$ cat src/rtl/fifo_wr_arb_if.sv
// Requester, memory-port and consumer signals of the FIFO write arbiter.
// The master side drives requests and pops.
// The slave side (the arbiter) drives grants, memory controls and status.
interface fifo_wr_arb_if #(
  parameter int DATASIZE = 8,
  parameter int ADDRSIZE = 4,
  parameter int NREQ     = 4
);
  localparam int IDW = $clog2(NREQ);

  logic [NREQ-1:0]          req_valid;
  logic [NREQ*DATASIZE-1:0] req_data;
  logic [NREQ-1:0]          req_ready;
  logic [IDW-1:0]           grant_id;
  logic                     wclken;
  logic [ADDRSIZE-1:0]      waddr;
  logic [DATASIZE-1:0]      wdata;
  logic                     wfull;
  logic                     rinc;
  logic [ADDRSIZE-1:0]      raddr;
  logic                     rempty;
  logic [ADDRSIZE:0]        count;

  modport master (
    output req_valid, req_data, rinc,
    input  req_ready, grant_id, wclken, waddr, wdata, wfull, raddr, rempty, count
  );

  modport slave (
    input  req_valid, req_data, rinc,
    output req_ready, grant_id, wclken, waddr, wdata, wfull, raddr, rempty, count
  );
endinterface

$ cat src/rtl/fifo_wr_arb.sv
// Purpose: round-robin share of the fifomem write port, plus the FIFO pointers and status.
// Latency: the grant is in the same cycle as valid, and the write lands at the accepting edge.
// Backpressure: when full, or while in reset, no requester is granted; pops still proceed.
module fifo_wr_arb #(
  parameter int DATASIZE = 8,
  parameter int ADDRSIZE = 4,
  parameter int NREQ     = 4
) (
  input logic          wclk,
  input logic          wrst_n,
  fifo_wr_arb_if.slave bus
);
  localparam int IDW = $clog2(NREQ);
  localparam int PW  = ADDRSIZE + 1;
  localparam logic [PW-1:0]  DEPTH    = PW'(2 ** ADDRSIZE);
  localparam logic [IDW-1:0] LAST_RST = IDW'(NREQ - 1);

  logic [PW-1:0]  wptr_q, wptr_d;
  logic [PW-1:0]  rptr_q, rptr_d;
  logic [IDW-1:0] last_q, last_d;
  logic [IDW-1:0] gid_q, gid_d;

  logic [PW-1:0]  count;
  logic           empty;
  logic           full;
  logic           win_vld;
  logic [IDW-1:0] win_idx;
  logic           push;
  logic           pop;

  // The extra pointer bit separates full from empty, so the modular difference is the occupancy.
  assign count = wptr_q - rptr_q;
  assign empty = (wptr_q == rptr_q);
  assign full  = (count == DEPTH);

  // Scan the requesters, starting one past the last winner and wrapping around.
  always_comb begin
    win_vld = 1'b0;
    win_idx = '0;
    for (int k = 1; k <= NREQ; k++) begin
      if (!win_vld && bus.req_valid[IDW'((int'(last_q) + k) % NREQ)]) begin
        win_vld = 1'b1;
        win_idx = IDW'((int'(last_q) + k) % NREQ);
      end
    end
  end

  // Gate grants with reset so that a transfer in the reset cycle is visibly refused.
  assign push = wrst_n & ~full & win_vld;
  assign pop  = bus.rinc & ~empty;

  // One-hot ready at the winner, and steer the winner's word onto the write data.
  always_comb begin
    bus.req_ready = '0;
    bus.wdata     = '0;
    if (push) begin
      bus.req_ready[win_idx] = 1'b1;
      bus.wdata              = bus.req_data[win_idx*DATASIZE +: DATASIZE];
    end
  end

  // Next state: advance the pointers on a transfer, and remember the winner.
  always_comb begin
    wptr_d = wptr_q;
    rptr_d = rptr_q;
    last_d = last_q;
    gid_d  = gid_q;
    if (push) begin
      wptr_d = wptr_q + PW'(1);
      last_d = win_idx;
      gid_d  = win_idx;
    end
    if (pop) begin
      rptr_d = rptr_q + PW'(1);
    end
  end

  // State registers; reset makes requester 0 first in line.
  always_ff @(posedge wclk or negedge wrst_n) begin
    if (!wrst_n) begin
      wptr_q <= '0;
      rptr_q <= '0;
      last_q <= LAST_RST;
      gid_q  <= '0;
    end else begin
      wptr_q <= wptr_d;
      rptr_q <= rptr_d;
      last_q <= last_d;
      gid_q  <= gid_d;
    end
  end

  assign bus.wclken   = push;
  assign bus.waddr    = wptr_q[ADDRSIZE-1:0];
  assign bus.raddr    = rptr_q[ADDRSIZE-1:0];
  assign bus.wfull    = full;
  assign bus.rempty   = empty;
  assign bus.count    = count;
  assign bus.grant_id = gid_q;
endmodule

$ cat src/flat_wrapper.sv
// flat-port wrapper written by rule: the top's interface ports become plain ports
module fifo_wr_arb_flat 
#(
  parameter int DATASIZE = 8,
  parameter int ADDRSIZE = 4,
  parameter int NREQ     = 4
)
  (wclk, wrst_n, bus_req_valid, bus_req_data, bus_rinc, bus_req_ready, bus_grant_id, bus_wclken, bus_waddr, bus_wdata, bus_wfull, bus_raddr, bus_rempty, bus_count);
  fifo_wr_arb_if #(.DATASIZE(DATASIZE), .ADDRSIZE(ADDRSIZE), .NREQ(NREQ)) bus_i ();
  input logic wclk;
  input logic wrst_n;
  input wire logic [$bits(bus_i.req_valid)-1:0] bus_req_valid;
  input wire logic [$bits(bus_i.req_data)-1:0] bus_req_data;
  input wire logic [$bits(bus_i.rinc)-1:0] bus_rinc;
  output wire logic [$bits(bus_i.req_ready)-1:0] bus_req_ready;
  output wire logic [$bits(bus_i.grant_id)-1:0] bus_grant_id;
  output wire logic [$bits(bus_i.wclken)-1:0] bus_wclken;
  output wire logic [$bits(bus_i.waddr)-1:0] bus_waddr;
  output wire logic [$bits(bus_i.wdata)-1:0] bus_wdata;
  output wire logic [$bits(bus_i.wfull)-1:0] bus_wfull;
  output wire logic [$bits(bus_i.raddr)-1:0] bus_raddr;
  output wire logic [$bits(bus_i.rempty)-1:0] bus_rempty;
  output wire logic [$bits(bus_i.count)-1:0] bus_count;
  assign bus_i.req_valid = bus_req_valid;
  assign bus_i.req_data = bus_req_data;
  assign bus_i.rinc = bus_rinc;
  assign bus_req_ready = bus_i.req_ready;
  assign bus_grant_id = bus_i.grant_id;
  assign bus_wclken = bus_i.wclken;
  assign bus_waddr = bus_i.waddr;
  assign bus_wdata = bus_i.wdata;
  assign bus_wfull = bus_i.wfull;
  assign bus_raddr = bus_i.raddr;
  assign bus_rempty = bus_i.rempty;
  assign bus_count = bus_i.count;
  fifo_wr_arb #(.DATASIZE(DATASIZE), .ADDRSIZE(ADDRSIZE), .NREQ(NREQ)) u_core (.wclk(wclk), .wrst_n(wrst_n), .bus(bus_i));
endmodule
$ cat config.mk
export PLATFORM = sky130hd
export DESIGN_NAME = fifo_wr_arb_flat
export DESIGN_NICKNAME = d
export VERILOG_FILES = /design/src/rtl/fifo_wr_arb_if.sv /design/src/rtl/fifo_wr_arb.sv /design/src/flat_wrapper.sv
export SDC_FILE = /design/constraint.sdc
export NUM_CORES = 1
export LEC_CHECK = 0
export ABC_AREA = 1
export ABC_CLOCK_PERIOD_IN_PS = 3360
export BUFFER_PORTS_ARGS = -buffer_cell sky130_fd_sc_hd__buf_2
export CAP_MARGIN = 30
export CORE_MARGIN = 8
export CORE_UTILIZATION = 35
export DETAILED_ROUTE_END_ITERATION = 10
export PLACE_DENSITY = 0.71
export SYNTH_ARGS = -nofsm -noshare
export SYNTH_HDL_FRONTEND = slang
export SYNTH_SLANG_ARGS = --single-unit
$ cat constraint.sdc
create_clock -name wclk -period 3.36 [get_ports wclk]
set_clock_uncertainty 0.15 [all_clocks]
set_input_delay 0.672 -clock wclk [delete_from_list [all_inputs] [get_ports wclk]]
set_output_delay 0.672 -clock wclk [all_outputs]
set_load 0.01 [all_outputs]
# == Word level (Yosys, flattened, before mapping) ==
# Cells that the tools add are included.
# classes
n_addsub,7
order_cmp,6
n_eq_ne,2
n_shift,1
muxes,24
n_bitwise,5
n_reduce_logical,7
# op_table
cell,n
32-bit by 6-bit variable part select with 8-bit output,1
2-bit by 4-bit less-than comparator with 1-bit output (second input constant),4
1-bit 2-to-1 mux,13
5-bit by 1-bit adder with 5-bit output (second input constant),2
1-bit binary-select mux with 2-bit select,4
2-bit 2-to-1 mux,4
8-bit 2-to-1 mux,1
5-bit == test,1
5-bit == test (second input constant),1
5-bit subtractor,1
2-bit by 1-bit adder with 2-bit output (second input constant),2
2-bit adder (second input constant),2
1-bit logical AND,4
4-bit 2-to-1 mux,1
1-bit bitwise AND,3
1-bit logical NOT,3
2-bit by 3-bit less-than comparator with 1-bit output (second input constant),1
1-bit demux with 2-bit select,1
2-bit by 1-bit >= comparator with 1-bit output (second input constant),1
1-bit inverter,2
# totals
reg_bits,14
input_bits,39
output_inout_bits,30
word_cells,56

# == Depth between registers and ports, before layout ==
# Gate-level depths: netlist (run 1).
# depth
ltp_word,19
ltp_mapped,15

# == Worst setup path before layout (run 1) ==
# Ideal clock, no wire load.
# synth_timing
path_kind,reg-to-output
start,reg u_core.wptr_q[0]
end,out bus_req_ready[2]
arrival_ns,2.083
required_time_ns,2.538
slack_ns,0.455
stages_incl_launch_ff,12
cell_sequence,dfrtp_1 > inv_1 > ha_1 > inv_1 > fa_1 > xor2_1 > nor3_1 > nand3_1 > nand3_2 > inv_2 > nand2_1 > nor2_1
# synth_via
elab_chain_len,6
# synth_lines
element,line_no,text
start: declaration,fifo_wr_arb.sv:18,"logic [PW-1:0] wptr_q, wptr_d;"
start signal: assignment,fifo_wr_arb.sv:86,wptr_q <= wptr_d;
5-bit subtractor,fifo_wr_arb.sv:32,assign count = wptr_q - rptr_q;
named net bus_count[2],flat_wrapper.sv:23,output wire logic [$bits(bus_i.count)-1:0] bus_count;
5-bit == test,fifo_wr_arb.sv:34,assign full = (count == DEPTH);
1-bit inverter,fifo_wr_arb.sv:49,assign push = wrst_n & ~full & win_vld;
1-bit bitwise AND (2 in series),fifo_wr_arb.sv:49,
named net bus_wclken,flat_wrapper.sv:17,output wire logic [$bits(bus_i.wclken)-1:0] bus_wclken;
4-bit 2-to-1 mux,fifo_wr_arb.sv:56,if (push) begin
end: declaration,flat_wrapper.sv:15,output wire logic [$bits(bus_i.req_ready)-1:0] bus_req_ready;
# The timed path passes the listed nets, and every way through them passes these cells.

# == Worst setup path after layout (run 1) ==
# layout_timing
start,reg u_core.wptr_q[0]
end,out bus_wdata[3]
# layout_via
elab_chain_len,6
# layout_lines
element,line_no,text
5-bit subtractor,fifo_wr_arb.sv:32,
5-bit == test,fifo_wr_arb.sv:34,
1-bit inverter,fifo_wr_arb.sv:49,
1-bit bitwise AND (2 in series),fifo_wr_arb.sv:49,
8-bit 2-to-1 mux,fifo_wr_arb.sv:56,
end: declaration,flat_wrapper.sv:19,output wire logic [$bits(bus_i.wdata)-1:0] bus_wdata;
# Every way passes these cells.

==> results of run 1 <==
-- routing by layer --
layer	routed length (microns)	up-vias	GRT usage, %
met2	2250	42	21.0
met5	0	-	0
li1	-	864	-
met4	51	0	2.41
met1	1990	755	15.2
met3	229	4	2.49
-- layout make-up --
cell class / count / share of cell area (%)
Tap cell: 52 / 3.18
Inverter: 21 / 4.23
Clock buffer: 4 / 2.69
Sequential cell: 14 / 17.3
Multi-Input combinational cell: 177 / 50.8
Timing Repair Buffer: 80 / 21.9
-- through the flow --
| stage | cells | instance area [sq um] | utilization [%] |
|---|---|---|---|
| 2_1_floorplan | 226 | 1560 | - |
| 3_3_place_gp | 333 | 1850 | 42.9 |
| 3_5_place_dp | 333 | 1850 | 42.9 |
| 4_1_cts | 337 | 1920 | 44.4 |
| 5_1_grt | 348 | 2040 | 47.3 |
| 6_report | 348 | 2040 | 47.3 |
-- registers in the layout, indices dropped and copies added, names as in the netlist --
register             flops
u_core.rptr_q            5
u_core.wptr_q            5
u_core.bus.grant_id      2
u_core.last_q            2
-- cell families (layout without fill, tap and decap cells) --
group,after synthesis,after routing,synth area share (%)
flops,14,14,22.7
xor+xnor,12,12,6.75
fa+ha+maj,7,7,6.11
buf+inv,36,105,13.3
compound gates,16,16,7.80
simple gates,141,142,43.4
-- cells in the final DEF (no fill, tap or decap), types with 2 or more instances in the layout --
cell / Yosys / final
nor2_1: 7 / 7
xor2_1: 9 / 8
nand3_4: 2 / 3
buf_4: 10 / 10
dfrtp_1: 12 / 12
nand3_1: 10 / 9
dfstp_2: 2 / 2
o21ai_0: 3 / 3
inv_1: 15 / 14
a21oi_1: 3 / 3
buf_2: 2 / 68
xnor2_1: 3 / 3
inv_2: 5 / 5
nand4_1: 16 / 16
nand2_1: 87 / 86
ha_1: 6 / 6
nand3_2: 2 / 3
a21oi_2: 8 / 8
nor3_2: 1 / 2
nand2_2: 10 / 11
clkbuf_8: 0 / 4
-- critical path, delay by kind of cell (launching register included) --
family | cells | cell delay (ns)
adders and majority gates | 2 | 0.51
AOI/OAI and AO/OA | 1 | 0.10
DFF | 1 | 0.43
buffers and inverters | 4 | 0.49
and+or+nand+nor | 4 | 0.42
xor gates and xnor gates | 1 | 0.16
-- repair_timing --
action / CTS / global route
pin swaps: 0 / 3
endpoints found under the setup margin: 9 / 12
cloned: 0 / 1
hold buffers: 0 / 0
resized for setup: 2 / 7
setup buffers: 0 / 10
-- worst max path at each step --
| stage | end | slack [ns] |
|---|---|---|
| floorplan | bus_req_ready[2] | 0.46 |
| global placement | bus_req_ready[3] | 0.20 |
| detailed placement | bus_req_ready[3] | 0.21 |
| CTS | bus_wdata[3] | 0.02 |
| global route | bus_req_ready[1] | 0.02 |
| finish | bus_wdata[3] | 0.20 |
==> results.py, run 1 <==
metrics = {
    "status": {
        "status": "finished, final reports clean",
    },
    "die": {
        "die_x_microns": 82.7,
        "core-area_sq_um": 4320,
        "ioPinCount": 69,
        "fp.dieH_microns": 82.7,
        "num_rows": 24,
        "die_area_sq_um": 6840,
        "start_util_pct": 36.0,
    },
    "final_layout": {
        "fillers": 445,
        "drive_above_1_share_pct": 42.6,
        "multi_input_area_sq_um": 1040,
        "syn_to_final_growth_pct": 31.3,
        "ff_latch_area_sq_um": 353,
        "finalNetCount": 343,
        "n_antenna_cell": 0,
    },
    "synthesis": {
        "synth_ff_type": "dfrtp_1",
        "synth_enable_flop_cells": 0,
        "syn_nets": 272,
        "syn_area_sq_um": 1560,
        "yosysWarnings": 0,
        "synthTopCellsByArea": "nand2_1, dfrtp_1, nand4_1, xor2_1, buf_4",
        "synth.distinct_cells": 31,
        "syn_area_per_cell_sq_um": 6.89,
        "synth_common_cells": "nand2_1, nand4_1, inv_1",
        "yosysTopAreaCellShare_pct": 21.0,
        "ys_seq_area_share_pct": 22.7,
        "ys_ff_latch": 14,
        "syn_inst": 226,
        "async_reset_ff_share_pct": 100,
        "yosys.area.top_type": "nand2_1",
        "yosysMostFrequentCell": "nand2_1",
    },
    "sta": {
        "rsz0062_at_grt": "false",
        "fmax_mhz": 316,
        "period_share_pct": 94.2,
        "period_minus_slack_ns": 3.16,
        "finalSetupViolCount": 0,
        "final_hold_viol_count": 0,
        "timing.hold.ws_ns": 0.181,
        "tightest_slew_ns": 0.350,
        "slew_headroom_pct": 76.4,
        "layout_setup_ws_ns": 0.196,
        "finalSetupTns_ns": 0,
        "maxSlewViolCount": 0,
    },
    "global_routing": {
        "track_usage_pct": 12.1,
        "antenna_found_initial": 0,
        "grt_max_degree": 19,
        "overflow": 0,
        "first_global_vias": 1560,
        "grt_pass1_wl_microns": 6830,
    },
    "clock_tree": {
        "clkSinkCount": 14,
        "clk_pin_slew_ns": 0.06,
        "clockRootBuffer": "clkbuf_8",
        "cts_buffer_depth": 2,
        "clk_latency_ns": 0.24,
        "cts_tree": "yes",
        "cts_buffers": 3,
        "h-tree-depth": 1,
    },
    "route": {
        "first_pass_iters": 4,
        "drc_errors": 0,
        "drt_iter0_markers": 59,
        "wl_per_cell_microns": 13.0,
        "via_count": 1665,
        "postRouteWirelength_microns": 4520,
        "viasPerCell": 4.78,
        "drtAntennaViolNets": 0,
    },
    "critical_path": {
        "crit_slowest_cell": "dfrtp_1",
        "end_kind": "output pin",
        "worstSetupStartpoint": "u_core.wptr_q[0]",
        "cp-start-kind": "flop",
        "r2r_cells": 14,
        "r2r_slack_ns": 0.96,
        "r2r_start": "u_core.wptr_q[0]",
        "path_cells": "inv_2 > ha_1 > inv_1 > fa_2 > nand3_1 > nand2_1 > xor2_2 > nand3_2 > nand3_4 > buf_6 > a21oi_2 > buf_2",
        "worstSetupPathType": "flop to output pin",
        "reg2reg_to": "u_core.wptr_q[2]",
        "cp_data_arrival_time_ns": 2.34,
        "crit_path_max_incr_delay_ns": 0.43,
        "crit_fanout": 12,
        "required_ns": 2.54,
    },
    "min_path": {
        "holdCritPathClass": "input port to asynchronous set/reset pin",
    },
    "placed_design": {
        "dpl.hpwl_microns": 3400,
        "portBuffers": 68,
        "dpl_worst_slack_ns": 0.211,
        "place_congestion": 0.857,
    },
    "run": {
        "maxCapViolations": 0,
    },
}
Power of run 1 is not shown: default switching activity piles up to over one toggle a cycle in this logic, so the estimate is an artifact.
==> inputs of run 2 (changes only) <==
--- a/config.mk
+++ b/config.mk
@@ -6,7 +6,7 @@
 export NUM_CORES = 1
 export LEC_CHECK = 0
 export ABC_AREA = 1
-export ABC_CLOCK_PERIOD_IN_PS = 3360
+export ABC_CLOCK_PERIOD_IN_PS = 3600
 export BUFFER_PORTS_ARGS = -buffer_cell sky130_fd_sc_hd__buf_2
 export CAP_MARGIN = 30
 export CORE_MARGIN = 8
==> constraint.sdc (replaced) <==
create_clock -name wclk -period 3.6 [get_ports wclk]
set_clock_uncertainty 0.15 [all_clocks]
set_input_delay 0.72 -clock wclk [delete_from_list [all_inputs] [get_ports wclk]]
set_output_delay 0.72 -clock wclk [all_outputs]
set_load 0.01 [all_outputs]
==> run 2 against run 1 <==
Against the previous run: non-clock buffer count is 9 lower; cell area down 5.7%; hold slack better by 0.13 ns; critical endpoint is now bus_req_ready[0]; worst setup slack better by 0.027 ns.
==> results.py, run 2 (synthesis results as in run 1) <==
metrics = {
    "global_routing": {
        "grt_max_degree": 19,
        "overflow": 0,
        "antenna_found_initial": 0,
        "grt_pass1_wl_microns": 7040,
        "track_usage_pct": 12.7,
        "first_global_vias": 1604,
    },
    "final_layout": {
        "syn_to_final_growth_pct": 23.8,
        "reg_top3": "u_core.rptr_q (5), u_core.wptr_q (5)",
        "n_antenna_cell": 0,
        "post-route-util_pct": 44.6,
        "drive_above_1_share_pct": 38.5,
        "final_common_cell": "nand2_1",
        "finalNetCount": 333,
        "fillers": 461,
        "final_cell_mix": "nand2_1, buf_2, nand4_1",
    },
    "die": {
        "num_rows": 24,
        "start_util_pct": 36.0,
        "core-area_sq_um": 4320,
        "fp.dieH_microns": 82.7,
        "die_area_sq_um": 6840,
        "die_x_microns": 82.7,
        "ioPinCount": 69,
    },
    "clock_tree": {
        "h-tree-depth": 1,
        "cts_buffer_depth": 2,
        "clk_latency_ns": 0.24,
        "clk_pin_slew_ns": 0.05,
        "ctsHoldBuffers": 0,
        "clkSinkCount": 14,
        "cts_buffers": 3,
        "clockRootBuffer": "clkbuf_8",
        "cts_tree": "yes",
    },
    "status": {
        "status": "finished, final reports clean",
    },
    "min_path": {
        "holdCritPathClass": "input port to asynchronous set/reset pin",
    },
    "sta": {
        "fmax_mhz": 296,
        "tightest_slew_ns": 0.433,
        "period_minus_slack_ns": 3.38,
        "final_hold_viol_count": 0,
        "slew_headroom_pct": 70.9,
        "maxSlewViolCount": 0,
        "rsz0062_at_grt": "false",
        "period_share_pct": 93.8,
        "finalSetupTns_ns": 0,
        "finalSetupViolCount": 0,
    },
    "route": {
        "postRouteWirelength_microns": 4260,
        "first_pass_iters": 4,
        "wl_per_cell_microns": 12.6,
        "drtAntennaViolNets": 0,
        "via_count": 1603,
        "viasPerCell": 4.74,
        "drc_errors": 0,
        "drt_iter0_markers": 76,
    },
    "critical_path": {
        "crit_fanout": 8,
        "worstSetupPathType": "flop to output pin",
        "path_cells": "inv_1 > ha_1 > inv_1 > fa_1 > nand3_1 > nand2_1 > xor2_1 > nand3_1 > nand3_4 > buf_4 > nor3_2 > buf_2",
        "crit_slowest_cell": "dfrtp_1",
        "required_ns": 2.73,
        "end_kind": "output pin",
        "cp-start-kind": "flop",
        "cp_data_arrival_time_ns": 2.51,
        "crit_path_max_incr_delay_ns": 0.41,
    },
    "run": {
        "maxCapViolations": 0,
    },
    "placed_design": {
        "place_congestion": 0.835,
        "dpl.hpwl_microns": 3450,
        "portBuffers": 68,
    },
}
[run 2: layout make-up]
cell class	instances	area, sq um	area share (%)
Tap cell	52	65.1	3.38
Timing Repair Buffer	71	363	18.8
Clock buffer	4	55.1	2.86
Inverter	21	86.3	4.48
Sequential cell	14	353	18.3
Multi-Input combinational cell	176	1000	52.1
[run 2: routing by layer]
layer  track usage (%)  part of all wire, %  vias up
met5                 0                    0        -
met4              4.48                 0.99        0
met3              3.03                  4.2        4
met2              21.1                   52       28
met1              15.5                   43      731
li1                  -                    -      840
[run 2: path summary, 6_finish.rpt]
kind,from,end,slack (ns),cells past startpoint
hold / removal,wrst_n,u_core.rptr_q[4],0.31,2
min in group wclk,u_core.wptr_q[4],u_core.wptr_q[4],0.34,1
max in group asynchronous,wrst_n,u_core.last_q[0],2.76,2
setup reg to reg,u_core.wptr_q[0],u_core.wptr_q[3],1.13,12
setup / recovery,u_core.wptr_q[0],bus_req_ready[0],0.22,12
hold reg to reg,u_core.wptr_q[4],u_core.wptr_q[4],0.34,1
[run 2: repair_timing]
action	in CTS	in global routing
gates resized for setup	0	2
endpoints found under the hold margin	0	0
endpoints found under the setup margin	0	12
setup buffers	0	1
[run 2: critical path: cells and delay by family (launching register included)]
family                     cells  cell delay [ns]
and+or+nand+nor                5             0.62
adders and majority gates      2             0.57
buffers and inverters          4             0.50
DFF                            1             0.41
xor gates and xnor gates       1             0.16
[run 2: metrics by stage]
| stage | instances | hold slack (ns) | cell area, sq um | worst slack [ns] |
|---|---|---|---|---|
| after CTS | 337 | 0.290 | 1910 | 0.0262 |
| after floorplan | 226 | 0.274 | 1560 | 0.647 |
| after detailed placement | 333 | 0.328 | 1850 | 0.313 |
| after global routing | 338 | 0.313 | 1930 | 0.0160 |
| final | 338 | 0.308 | 1930 | 0.223 |
| after global placement | 333 | 0.326 | 1850 | 0.336 |
Power of run 2 is left out for the same reason.
